--- config.mk ---
export PLATFORM = sky130hd
export DESIGN_NAME = switch_sequencer
export DESIGN_NICKNAME = d
export VERILOG_FILES = /design/src/rtl/switch_sequencer.sv
export SDC_FILE = /design/constraint.sdc
export NUM_CORES = 1
export LEC_CHECK = 0
export CORE_MARGIN = 2
export CORE_UTILIZATION = 56
export CTS_CLUSTER_SIZE = 10
export DETAILED_ROUTE_END_ITERATION = 10
export PLACE_DENSITY = 0.78
export SLEW_MARGIN = 25
export SYNTH_ARGS = -nofsm -noshare
export SYNTH_HDL_FRONTEND = slang
export SYNTH_SLANG_ARGS = --single-unit
--- constraint.sdc ---
create_clock -name clk -period 2.5 [get_ports clk]
set_clock_uncertainty 0.1 [all_clocks]
set_input_delay 0.75 -clock clk [delete_from_list [all_inputs] [get_ports clk]]
set_output_delay 0.75 -clock clk [all_outputs]
set_load 0.02 [all_outputs]
--- src/rtl/switch_sequencer.sv ---
// switch_sequencer: break-before-make one-hot analog switch sequencer.
// Each rising edge of switch_clk opens every switch for DEAD_CYCLES cycles,
// then closes the next channel. After SETTLE_CYCLES it raises one ADC sample strobe.
// Optional macro SWITCH_SEQ_SYNC_EN adds a 2-flop synchronizer on switch_clk.
// Use it when switch_clk is not synchronous to clk.
module switch_sequencer #(
    parameter int NUM_CH        = 4,
    parameter int DEAD_CYCLES   = 100,
    parameter int SETTLE_CYCLES = 2000
) (
    input  logic                      clk,
    input  logic                      rst,
    input  logic                      switch_clk,
    input  logic                      enable,
    output logic [NUM_CH-1:0]         sel,
    output logic [$clog2(NUM_CH)-1:0] ch_idx,
    output logic                      sample_stb,
    output logic                      frame_start,
    output logic                      overrun
);

    localparam int CHW  = $clog2(NUM_CH);
    localparam int MAXC = (DEAD_CYCLES > SETTLE_CYCLES) ? DEAD_CYCLES : SETTLE_CYCLES;
    localparam int CW   = $clog2(MAXC + 1);

    localparam logic [CW-1:0]  DEAD_LD   = CW'(DEAD_CYCLES - 1);
    localparam logic [CW-1:0]  SETTLE_LD = CW'(SETTLE_CYCLES - 1);
    localparam logic [CHW-1:0] LAST_CH   = CHW'(NUM_CH - 1);

    localparam logic [1:0] S_IDLE   = 2'd0;
    localparam logic [1:0] S_BREAK  = 2'd1;
    localparam logic [1:0] S_SETTLE = 2'd2;
    localparam logic [1:0] S_HOLD   = 2'd3;

    logic [1:0]        r_state;
    logic [CW-1:0]     r_cnt;
    logic [CHW-1:0]    r_ptr;
    logic              r_sw_prev;
    logic              w_sw;
    logic              w_edge;
    logic [NUM_CH-1:0] w_onehot;

`ifdef SWITCH_SEQ_SYNC_EN
    logic r_sync1;
    logic r_sync2;

    // Two-flop synchronizer for a switch clock that is asynchronous to clk.
    always_ff @(posedge clk or posedge rst) begin
        if (rst) begin
            r_sync1 <= 1'b0;
            r_sync2 <= 1'b0;
        end else begin
            r_sync1 <= switch_clk;
            r_sync2 <= r_sync1;
        end
    end

    assign w_sw = r_sync2;
`else
    assign w_sw = switch_clk;
`endif

    // Previous switch-clock sample, used for rising-edge detection.
    always_ff @(posedge clk or posedge rst) begin
        if (rst) r_sw_prev <= 1'b0;
        else     r_sw_prev <= w_sw;
    end

    assign w_edge   = w_sw & ~r_sw_prev;
    assign w_onehot = {{(NUM_CH-1){1'b0}}, 1'b1} << r_ptr;

    // Sequencer FSM. The channel close (MAKE) happens on the last BREAK cycle.
    always_ff @(posedge clk or posedge rst) begin
        if (rst) begin
            r_state     <= S_IDLE;
            r_cnt       <= '0;
            r_ptr       <= '0;
            sel         <= '0;
            ch_idx      <= '0;
            sample_stb  <= 1'b0;
            frame_start <= 1'b0;
            overrun     <= 1'b0;
        end else begin
            sample_stb  <= 1'b0;
            frame_start <= 1'b0;
            if (!enable) begin
                // Abort: open all switches and restart the frame at channel 0.
                r_state <= S_IDLE;
                r_cnt   <= '0;
                r_ptr   <= '0;
                sel     <= '0;
                ch_idx  <= '0;
                overrun <= 1'b0;
            end else begin
                case (r_state)
                    S_IDLE: begin
                        if (w_edge) begin
                            r_state <= S_BREAK;
                            r_cnt   <= DEAD_LD;
                            sel     <= '0;
                        end
                    end
                    S_BREAK: begin
                        if (w_edge) overrun <= 1'b1;
                        if (r_cnt == '0) begin
                            sel         <= w_onehot;
                            ch_idx      <= r_ptr;
                            frame_start <= (r_ptr == '0);
                            r_ptr       <= (r_ptr == LAST_CH) ? '0 : r_ptr + 1'b1;
                            r_cnt       <= SETTLE_LD;
                            r_state     <= S_SETTLE;
                        end else begin
                            r_cnt <= r_cnt - 1'b1;
                        end
                    end
                    S_SETTLE: begin
                        if (w_edge) overrun <= 1'b1;
                        if (r_cnt == '0) begin
                            sample_stb <= 1'b1;
                            r_state    <= S_HOLD;
                        end else begin
                            r_cnt <= r_cnt - 1'b1;
                        end
                    end
                    S_HOLD: begin
                        if (w_edge) begin
                            r_state <= S_BREAK;
                            r_cnt   <= DEAD_LD;
                            sel     <= '0;
                        end
                    end
                    default: r_state <= S_IDLE;
                endcase
            end
        end
    end

endmodule

## Word level (Yosys, flattened, before mapping)

Cells that the tools add are included.
Widths: inputs -> output; s select.

| storage, ports and cells | value |
|---|---|
| register bits | 25 |
| input bits | 4 |
| output and inout port bits | 9 |
| word-level logic and storage cells | 67 |

| operators by class | value |
|---|---|
| $add $sub $neg | 2 |
| equal/unequal tests | 13 |
| shifts and indexed selects | 1 |
| mux-type cells | 30 |
| bitwise operators | 2 |
| reductions and logical operators | 10 |

Operator list:

| cell | number |
|---|---|
| $mux 11 | 4 |
| $pmux 11 s3 | 1 |
| $mux 2 | 11 |
| $mux 4 | 3 |
| $logic_not 11->1 | 1 |
| $sub 11x1->11 const B | 1 |
| $mux 1 | 9 |
| $ne 3x3->1 const B | 3 |
| $pmux 4 s2 | 1 |
| $eq 2x2->1 const B | 3 |
| $ne 2x1->1 const B | 3 |
| $ne 3x2->1 const B | 2 |
| $pmux 2 s3 | 1 |
| $reduce_and 2->1 | 3 |
| $reduce_and 3->1 | 2 |
| $logic_not 2->1 | 2 |
| $reduce_or 2->1 | 2 |
| $shl 1x2->4 const A | 1 |
| $add 2x1->2 const B | 1 |
| $eq 2x1->1 const B | 1 |
| $ne 2x2->1 const B | 1 |
| $and 1x1->1 | 1 |
| $not 1->1 | 1 |

## Logic depth before layout (Yosys ltp)

Gate-level depths: netlist of the first run.

| depth | value |
|---|---|
| word-level depth | 5 |
| mapped depth | 9 |
| gate-level depth less buffers | 7 |

## Least setup slack after synthesis of the first run

No wires, ideal clock.

| timing path | value |
|---|---|
| path kind | flip-flop to flip-flop |
| start point | register r_cnt[0] |
| end point | register r_cnt[6] |
| library setup time | 0.122 ns |
| arrival | 1.769 ns |
| data required time | 2.278 ns |
| slack | 0.509 ns |
| stages on the path, launching flop included | 8 |
| path buffers | 0 |
| clock period less this slack | 1.991 ns |
| cells stage by stage | dfrtp_1 -> inv_1 -> ha_1 -> or3b_2 -> nor3_1 -> xnor2_1 -> a31oi_1 -> a32o_1 |

| on the way | value |
|---|---|
| longest elaborated chain between the ends | 4 |
| elaborated cells on any way between the ends | 8 |
| those cells by class | 1 x add/sub; 1 x eq/ne; 4 x mux; 2 x reduce/logical |

Ends and longest elaborated chain:

| what | line | source |
|---|---|---|
| start: declaration | 36 | `logic [CW-1:0] r_cnt;` |
| start signal: assignment | 113 | `r_cnt <= r_cnt - 1'b1;` |
| start signal: assignment | 122 | `r_cnt <= r_cnt - 1'b1;` |
| $sub 11x1->11 / $logic_not 11->1 (equally long branches) | - |  |
| $mux 11, on equally long branches | 118, 105 |  |
| $pmux 11 s3 | 95 | `case (r_state)` |
| $mux 11 | 86 | `if (!enable) begin` |

Several ways; a longest one is shown, not always the timed one. The select of a mux whose other input is x is not followed.
A chain may end at the register's enable or synchronous reset.

## Worst setup path after layout of the first run

Ends and elaborated chain as after synthesis.

==> results of run 1 <==
## synth_stat cells, types with 2 or more instances
cell type	n
a21o_1	2
a21oi_1	14
a22o_1	4
a31o_2	2
a31oi_1	2
and2_1	2
and3_1	3
buf_2	2
clkbuf_1	5
dfrtp_1	25
ha_1	8
inv_1	9
nand2_1	10
nand2b_1	2
nand3_1	5
nand4_1	4
nor2_1	12
nor3_1	3
nor4_1	2
o21a_1	2
o21ai_0	7
or3_1	2
## per-stage QoR
step	power (W)	setup WS (ps)	util [%]	hold slack, ps	instance area (sq um)
floorplan	0.00143	509	-	385	1430
global placement	0.00170	280	65.2	393	1600
detailed placement	0.00173	232	65.2	395	1600
CTS	0.00192	253	66.5	428	1630
global route	0.00208	97.0	66.5	442	1630
finish	0.00193	252	66.5	427	1630
## power breakdown
part	switching (W)	internal (W)
clock	0.000130	0.0000612
combinational	0.000653	0.000466
sequential	0.000122	0.000495
total	0.000905	0.00102
## flip-flops by register name (all words and copies together) (netlist names)
name	flops
r_cnt	11
sel	4
ch_idx	2
r_ptr	2
r_state	2
frame_start	1
overrun	1
r_sw_prev	1
sample_stb	1
## routing by layer
layer,part of all wire (%),global-route usage [%],wire (um)
met3,5.6,3.28,182
met4,1.6,8.75,51
met5,0,0,0
met2,48,40.8,1550
met1,45,33.3,1460
## critical path, stage by stage (launching register included)
cell     delay [ps]
dfrtp_1         460
inv_1           110
ha_1            240
or3b_2          500
nor3_1          240
xnor2_1         180
a31oi_1         100
a32o_1          220
## cells by family after synthesis
logic type      count (synthesis)  share of synthesized area, %
xor+xnor                        1                         0.614
flops                          25                          43.8
buf+inv                        16                          4.38
compound gates                 45                          21.3
fa+ha+maj                       8                          7.01
simple gates                   56                          22.9
## how the worst max path moves through the flow
stage                     startpoint  cells past startpoint  endpoint  slack (ps)
after floorplan             r_cnt[0]                      7  r_cnt[6]         510
after global routing        r_cnt[1]                      7    sel[3]         100
after detailed placement  switch_clk                      6    sel[3]         230
final                       r_cnt[0]                      7  r_cnt[6]         250
after CTS                   r_cnt[0]                      7  r_cnt[6]         250
after global placement    switch_clk                      6    sel[0]         280
## layout make-up
class                           instances  area share, %
Timing Repair Buffer                   18           10.1
Sequential cell                        25           38.3
Tap cell                               30           2.30
Clock inverter                          1          0.460
Inverter                                9           2.07
Multi-Input combinational cell        110           45.3
Clock buffer                            3           1.38
==> reports/results.tsv, run 1 <==
stage	metric	value	unit
pwr	leakage	0.728	nW
route	drt_iter0_drc	54	
global_route	grtUsageTotal	24.7	%
pwr	cellPowerDensity	1180	nW/um^2
final_layout	n_fill_cell	209	
synthesis	synth_edf_count	0	
global_route	grt-ovfl-total	0	
final_layout	multiInputGateArea	739	sq um
synthesis	synth_warnings	0	
synthesis	syn_area_per_cell	9.45	sq um
place	hpwl	2.40	mm
final_layout	layout_commonest_cell	dfrtp_1	
timing	relSlewSlack	67.2	%
synthesis	synth_top_area_share	43.8	%
route	remaining_drc_errors	0	
synthesis	seq_area_frac_synth	43.8	%
timing	fin_tns_setup	0	ps
worst_setup_path	crit_type	flop to flop	
worst_setup_path	critPathRequiredTime	2630	ps
route	drt_pass1_iterations	4	
global_route	grt_pass1_wl	5.26	mm
floorplanning	ios	13	
final_layout	final_cell_mix	dfrtp_1, a21oi_1, nor2_1, clkdlybuf4s50_1, nand2_1	
worst_hold_path	hold_class	flop to flop	
final_layout	nets	179	
worst_setup_path	rrSetupSlack	250	ps
worst_setup_path	cp_max_fo	6	
timing	setup_viol	0	
timing	maxSlewViolCount	0	
timing	fin_crit	2250	ps
synthesis	netlist-cell-type-count	46	
timing	rsz0062_at_grt	false	
clock_tree	post-cts-setup-buffers	0	
global_route	grt_max_degree	26	
route	vias	1253	
clock_tree	cts_root_buf	clkbuf_4	
timing	final_hold_viol_count	0	
synthesis	syn_area	1430	sq um
clock_tree	cts-hold-fix-buffers	0	
clock_tree	post_cts_resized	0	
floorplanning	fp-row-count	18	
global_route	grt_pass1_vias	1153	
place	place_congestion	0.944	
worst_hold_path	hold_start	overrun	
job	cap_violations	0	
worst_setup_path	reg2reg_from	r_cnt[0]	
route	via_per_inst	6.39	
floorplanning	dieArea	2970	sq um
route	wl_per_cell	16.6	um
worst_setup_path	cp-start-kind	flop	
synthesis	yosys.area.top_type	dfrtp_1	
route	ant_nets	0	
synthesis	ys_ff_latch	25	
worst_hold_path	min_to	overrun	
place	placed_cells	192	
final_layout	final_cells	196	
worst_setup_path	cp.arrival	2380	ps
worst_setup_path	reg2reg_to	r_cnt[6]	
timing	fmax	0.445	GHz
floorplanning	coreArea	2450	sq um
synthesis	synth_flop_cell	dfrtp_1	
worst_hold_path	holdPathStages	2	
floorplanning	die_h	54.5	um
clock_tree	tritoncts	yes	
clock_tree	h-tree-depth	1	
final_layout	drive_gt1_share	12.7	%
route	drt_wl_total	3.25	mm
status	status	finished, final reports clean	
clock_tree	clock-sinks	25	
floorplanning	initial_core_util	58.2	%
synthesis	ys_top_cells_by_area	dfrtp_1, ha_1, a21oi_1, nor2_1, nand2_1	
final_layout	diodes	0	
worst_setup_path	r2r_cells	7	
worst_setup_path	setup.worst_path.end_class	flop	
clock_tree	clkTransAtPathRegs	140	ps
synthesis	postSynthCellCount	151	
clock_tree	clock_latency	330	ps
clock_tree	clockBufferDepth	2	
floorplanning	die_x	54.5	um
timing	period_share	89.9	%
synthesis	synth-async-reset-ratio	100	%
clock_tree	cts_inserted_buffers	3	
timing	worst_pin_slew	487	ps
place	port_buffers	12	
global_route	antenna_found_initial	0	
final_layout	areaGrowthSynthToFinish	14.3	%
final_layout	seqCellArea	626	sq um
pwr	max-vdd-ir-drop	0.849	mV
synthesis	syn_nets	163	
Power figures use the tool's default switching activity.
==> run 2: changes to the inputs <==
Settings changed: CAP_MARGIN set to 20, CORE_ASPECT_RATIO set to 0.9.
==> run 2 against run 1 <==
Setup slack lost 29 ps; register-to-register slack lost 30 ps; maximum frequency is 1.3% lower; global-route usage down 0.85 points; core utilization grew 0.14 points; sequential power shrank 0.8%; routed wire length is 3.8% lower; total power down 0.27%; sequential share of layout area increased by 0.059 points; count of clock-buffer cells in the layout is the same.
==> reports/results.tsv, run 2 (synthesized netlist as in run 1, its figures left out) <==
stage	metric	value	unit	change
final_layout	largest_register_ffs	11		unchanged
clock_tree	cts_inserted_buffers	3		unchanged
worst_setup_path	cp.arrival	2410	ps	was 2380 ps
route	drt_wl_total	3.12	mm	was 3.25 mm
timing	hold_ws	421	ps	was 427 ps
worst_setup_path	cp_slowest_cell	dfrtp_1		was or3b_2
final_layout	largest-register	r_cnt		unchanged
clock_tree	cts_root_buf	clkbuf_4		unchanged
final_layout	diodes	0		unchanged
global_route	grt_pass1_vias	1168		was 1153
route	remaining_drc_errors	0		unchanged
clock_tree	h-tree-depth	1		unchanged
global_route	grtUsageTotal	23.9	%	was 24.7%
pwr	switching_share	46.7	%	was 47.0%
final_layout	n_fill_cell	207		was 209
clock_tree	post-cts-setup-buffers	0		unchanged
floorplanning	ios	13		unchanged
route	drt_pass1_iterations	4		unchanged
route	via_per_inst	6.29		was 6.39
worst_setup_path	setup.worst_path.end_class	flop		unchanged
worst_setup_path	critPathRequiredTime	2630	ps	about the same
timing	fin_tns_setup	0	ps	unchanged
route	drt_iter0_drc	40		was 54
timing	final_hold_viol_count	0		unchanged
floorplanning	die_x	57.2	um	was 54.5 um
timing	rsz0062_at_grt	false		unchanged
final_layout	drive_gt1_share	12.7	%	unchanged
worst_setup_path	rrSetupSlack	220	ps	was 250 ps
pwr	combPwrFrac	58.4	%	was 58.0%
timing	maxSlewViolCount	0		unchanged
final_layout	final_cell_mix	dfrtp_1, a21oi_1, nor2_1, clkdlybuf4s50_1, nand2_1		unchanged
global_route	use_met2	37.7	%	was 40.8%
floorplanning	die_h	51.9	um	was 54.5 um
floorplanning	fp-row-count	17		was 18
timing	fmax	0.439	GHz	was 0.445 GHz
floorplanning	coreArea	2450	sq um	about the same
global_route	grt.met1_usage	33.4	%	was 33.3%
place	port_buffers	12		unchanged
pwr	p_sw	0.000898	W	was 0.000905 W
final_layout	areaGrowthSynthToFinish	14.1	%	was 14.3%
global_route	grt_pass1_wl	5.40	mm	was 5.26 mm
clock_tree	clock-sinks	25		unchanged
pwr	power	0.00192	W	was 0.00193 W
timing	worst_pin_slew	489	ps	was 487 ps
global_route	busiest_layer	met2		unchanged
floorplanning	initial_core_util	58.4	%	was 58.2%
pwr	pwr-share-seq	31.8	%	was 32.0%
clock_tree	clkTransAtPathRegs	140	ps	about the same
job	cap_violations	0		unchanged
final_layout	nets	179		unchanged
pwr	leakage	0.728	nW	about the same
floorplanning	dieArea	2970	sq um	about the same
worst_setup_path	cp_max_fo	7		was 6
worst_setup_path	crit_path_max_incr_delay	460	ps	was 500 ps
timing	relSlewSlack	67.2	%	about the same
final_layout	top_regs	r_cnt x11, sel x4		unchanged
timing	setup_viol	0		unchanged
clock_tree	clock_latency	320	ps	was 330 ps
place	place_congestion	0.904		was 0.944
worst_setup_path	path_delay_family	simple AND/OR/NAND/NOR gates		unchanged
place	hpwl	2.32	mm	was 2.40 mm
global_route	antenna_found_initial	0		unchanged
clock_tree	tritoncts	yes		unchanged
status	status	finished, final reports clean		unchanged
clock_tree	cts-hold-fix-buffers	0		unchanged
timing	fin_crit	2280	ps	was 2250 ps
pwr	internal_power	0.00102	W	about the same
clock_tree	post_cts_resized	0		unchanged
route	wl_per_cell	16.1	um	was 16.6 um
pwr	cellPowerDensity	1180	nW/um^2	about the same
pwr	max-vdd-ir-drop	0.818	mV	was 0.849 mV
global_route	grt_max_degree	26		unchanged
clock_tree	clockBufferDepth	2		unchanged
pwr	p_clk_share	9.7	%	was 9.9%
route	vias	1220		was 1253
worst_setup_path	crit_buf_inv	1		unchanged
worst_hold_path	hold_class	flop to flop		unchanged
worst_setup_path	crit_type	flop to flop		unchanged
worst_setup_path	cp-start-kind	flop		unchanged
final_layout	layout_commonest_cell	dfrtp_1		unchanged
global_route	met3_usage	6.22	%	was 3.28%
worst_setup_path	path_cells	inv_1 -> ha_1 -> nor4b_2 -> nand4_1 -> nand2_1 -> a21oi_1 -> o221a_2		was inv_1 -> ha_1 -> or3b_2 -> nor3_1 -> xnor2_1 -> a31oi_1 -> a32o_1
timing	period_share	91.1	%	was 89.9%
global_route	grt-ovfl-total	0		unchanged
route	ant_nets	0		unchanged
[run 2: cell counts in the layout (fill, tap and decap cells not counted)]
No cell type changed its count.
[run 2: worst paths after layout]
path | startpoint | end | cells past startpoint
max in group asynchronous | rst | sel[2] | 3
min in group asynchronous | rst | r_sw_prev | 3
hold / removal | overrun | overrun | 2
hold reg to reg | overrun | overrun | 2
setup / recovery | r_cnt[0] | r_cnt[8] | 7
setup reg to reg | r_cnt[0] | r_cnt[8] | 7
[run 2: power groups by stage]
stage,clock (W),sequential (W),combinational (W)
global placement,0,0.000613,0.00109
CTS,0.000190,0.000610,0.00111
finish,0.000187,0.000612,0.00112
global route,0.000210,0.000630,0.00126
detailed placement,0,0.000618,0.00111
floorplan,0,0.000607,0.000827
[run 2: stage by stage]
stage / cell area, sq um / cells / util [%] / worst slack, ps
after floorplan: 1430 / 151 / - / 509
after global placement: 1600 / 190 / 65.4 / 236
after detailed placement: 1600 / 190 / 65.4 / 216
after CTS: 1630 / 194 / 66.6 / 267
after global routing: 1630 / 194 / 66.6 / 35.7
final: 1630 / 194 / 66.6 / 223
[run 2: routing by layer]
layer	vias to the layer above	share of wire, %
met5	-	0
met4	0	1.5
met3	6	5.2
met2	31	45
met1	596	48
li1	587	-
[run 2: tightest hold or removal path, stage by stage (launching register included)]
cell     delay, ps
dfrtp_1        370
nor2_1          50
nor2_1          80
[run 2: area by class of cell]
class,count,area [sq um],area share (%)
multi-input combinational,110,739,45.4
clock inverter,1,7.51,0.461
clock buffer,3,22.5,1.38
timing repair buffer,18,165,10.1
inverter,9,33.8,2.07
sequential,25,626,38.4
tap,28,35.0,2.15
==> run 3: changes to the inputs <==
Settings changed: PLACE_DENSITY 0.78 to 0.84.
==> run 3 against run 2 <==
Global-route usage grew 0.49 points; sequential cell count stayed put; via count grew 2.6%; first-iteration DRC count is 35% higher; highest routed layer unchanged; die area unchanged; largest power group unchanged.
==> reports/results.tsv, run 3 (synthesized netlist as in run 1, its figures left out) <==
stage	metric	value	unit	change
timing	maxSlewViolCount	0		unchanged
route	vias	1252		was 1220
final_layout	final_cell_mix	dfrtp_1, a21oi_1, nor2_1, clkdlybuf4s50_1, nand2_1		unchanged
worst_setup_path	cp-start-kind	flop		unchanged
global_route	grt_pass1_vias	1227		was 1168
worst_hold_path	hold_class	flop to flop		unchanged
clock_tree	cts_root_buf	clkbuf_4		unchanged
floorplanning	die_x	57.2	um	unchanged
worst_setup_path	setup.worst_path.end_class	flop		unchanged
route	wl_met3	258	um	was 161 um
global_route	grt_pass1_wl	5.51	mm	was 5.40 mm
global_route	grt_max_degree	26		unchanged
final_layout	drive_gt1_share	13.2	%	was 12.7%
clock_tree	tritoncts	yes		unchanged
floorplanning	coreArea	2450	sq um	unchanged
worst_setup_path	cp.arrival	2430	ps	was 2410 ps
final_layout	top_regs	r_cnt x11, sel x4		unchanged
timing	setup_viol	0		unchanged
route	via_per_inst	6.42		was 6.29
worst_hold_path	holdPathStages	1		was 2
floorplanning	ios	13		unchanged
pwr	power	0.00195	W	was 0.00192 W
final_layout	diodes	0		unchanged
clock_tree	clock_latency	340	ps	was 320 ps
worst_setup_path	crit_path_max_incr_delay	470	ps	was 460 ps
global_route	grt-ovfl-total	0		unchanged
timing	final_hold_viol_count	0		unchanged
worst_setup_path	path_cells	inv_1 -> ha_1 -> nor4b_2 -> nand4_1 -> nand2_1 -> a21oi_1 -> o221a_2		unchanged
place	placed_cells	189		was 190
pwr	internal_power	0.00103	W	was 0.00102 W
clock_tree	clkTransAtPathRegs	150	ps	was 140 ps
worst_setup_path	crit_buf_inv	1		unchanged
route	drt_wl_total	3.32	mm	was 3.12 mm
floorplanning	dieArea	2970	sq um	unchanged
pwr	switching_share	47.3	%	was 46.7%
timing	relSlewSlack	69.8	%	was 67.2%
clock_tree	h-tree-depth	1		unchanged
job	cap_violations	0		unchanged
global_route	antenna_found_initial	0		unchanged
pwr	max-vdd-ir-drop	0.788	mV	was 0.818 mV
timing	worst_pin_slew	450	ps	was 489 ps
clock_tree	cts_inserted_buffers	3		unchanged
pwr	cellPowerDensity	1190	nW/um^2	was 1180 nW/um^2
global_route	grtUsageTotal	24.4	%	was 23.9%
final_layout	largest-register	r_cnt		unchanged
worst_setup_path	critPathRequiredTime	2640	ps	was 2630 ps
floorplanning	fp-row-count	17		unchanged
timing	rsz0062_at_grt	false		unchanged
status	status	finished, final reports clean		unchanged
timing	fin_crit	2290	ps	was 2280 ps
place	hpwl	2.39	mm	was 2.32 mm
route	drt_iter0_drc	54		was 40
pwr	p_sw	0.000921	W	was 0.000898 W
clock_tree	clockBufferDepth	2		unchanged
worst_setup_path	cp_max_fo	7		unchanged
clock_tree	cts-hold-fix-buffers	0		unchanged
pwr	p_clk_share	10.4	%	was 9.7%
final_layout	n_fill_cell	185		was 207
place	port_buffers	12		unchanged
worst_hold_path	min_to	sel[3]		was overrun
worst_setup_path	cp_slowest_cell	dfrtp_1		unchanged
worst_setup_path	crit_type	flop to flop		unchanged
final_layout	areaGrowthSynthToFinish	14.7	%	was 14.1%
route	wl_per_cell	17.0	um	was 16.1 um
floorplanning	initial_core_util	58.4	%	unchanged
route	dr.max_layer_used	met4		unchanged
final_layout	largest_register_ffs	11		unchanged
pwr	leakage	0.737	nW	was 0.728 nW
final_layout	nets	180		was 179
route	met1Wirelength	1.36	mm	was 1.49 mm
route	ant_nets	0		unchanged
clock_tree	clock-sinks	25		unchanged
route	remaining_drc_errors	0		unchanged
place	place_congestion	0.917		was 0.904
worst_setup_path	path_delay_family	simple AND/OR/NAND/NOR gates		unchanged
floorplanning	die_h	51.9	um	unchanged
pwr	combPwrFrac	57.8	%	was 58.4%
worst_setup_path	rrSetupSlack	210	ps	was 220 ps
worst_setup_path	reg2reg_from	r_cnt[0]		unchanged
final_layout	layout_commonest_cell	dfrtp_1		unchanged
worst_setup_path	r2r_cells	7		unchanged
route	drt_pass1_iterations	4		unchanged
worst_setup_path	reg2reg_to	r_cnt[8]		unchanged
timing	fmax	0.436	GHz	was 0.439 GHz
timing	fin_tns_setup	0	ps	unchanged
timing	period_share	91.7	%	was 91.1%
worst_hold_path	hold_start	sel[3]		was overrun
pwr	pwr-share-seq	31.7	%	was 31.8%
route	wl_met2	1.64	mm	was 1.42 mm
final_layout	final_cells	195		was 194
[run 3: cell types whose count changed in the layout (fill, tap and decap cells not counted), sizes merged]
cell / previous run / this run
inv: 9 / 10
buf: 6 / 7
clkinvlp: 1 / 0
[run 3: what timing repair did]
item | in CTS | in global routing
gates resized for setup | 0 | 0
setup buffers | 0 | 2
endpoints found under the setup margin | 0 | 4
[run 3: cell type report]
type / count / area, sq um / area share (%)
Inverter: 9 / 33.8 / 2.06
Timing Repair Buffer: 19 / 173 / 10.5
Multi-Input combinational cell: 110 / 739 / 45.1
Clock buffer: 3 / 22.5 / 1.38
Tap cell: 28 / 35.0 / 2.14
Sequential cell: 25 / 626 / 38.2
Clock inverter: 1 / 8.76 / 0.535
[run 3: how the worst max path moves through the flow]
| stage | startpoint | endpoint | slack [ps] | cells after the start |
|---|---|---|---|---|
| floorplan | r_cnt[0] | r_cnt[6] | 510 | 7 |
| global placement | switch_clk | r_cnt[10] | 270 | 6 |
| detailed placement | switch_clk | sel[2] | 180 | 6 |
| CTS | r_cnt[0] | sel[2] | 150 | 7 |
| global route | r_cnt[0] | r_cnt[5] | 50 | 7 |
| finish | r_cnt[0] | r_cnt[8] | 210 | 7 |
[run 3: power by group through the flow]
stage                     combinational [W]  sequential [W]  clock (W)
after global routing                0.00124        0.000630   0.000224
final                               0.00113        0.000619   0.000203
after floorplan                    0.000827        0.000607          0
after detailed placement            0.00109        0.000622          0
after CTS                           0.00110        0.000615   0.000205
after global placement              0.00105        0.000612          0
[run 3: routing by layer]
layer / global-route usage, % / vias up
li1: - / 590
met4: 8.53 / 0
met2: 42.7 / 64
met1: 29.5 / 590
met5: 0 / -
met3: 5.72 / 8
[run 3: per-stage QoR]
stage	area (sq um)	util, %	hold WS (ps)	setup slack (ps)
2_1_floorplan	1430	-	385	509
6_report	1640	67.0	439	208
3_3_place_gp	1590	65.1	393	274
3_5_place_dp	1590	65.1	403	180
4_1_cts	1620	66.3	440	149
5_1_grt	1640	67.0	455	52.7
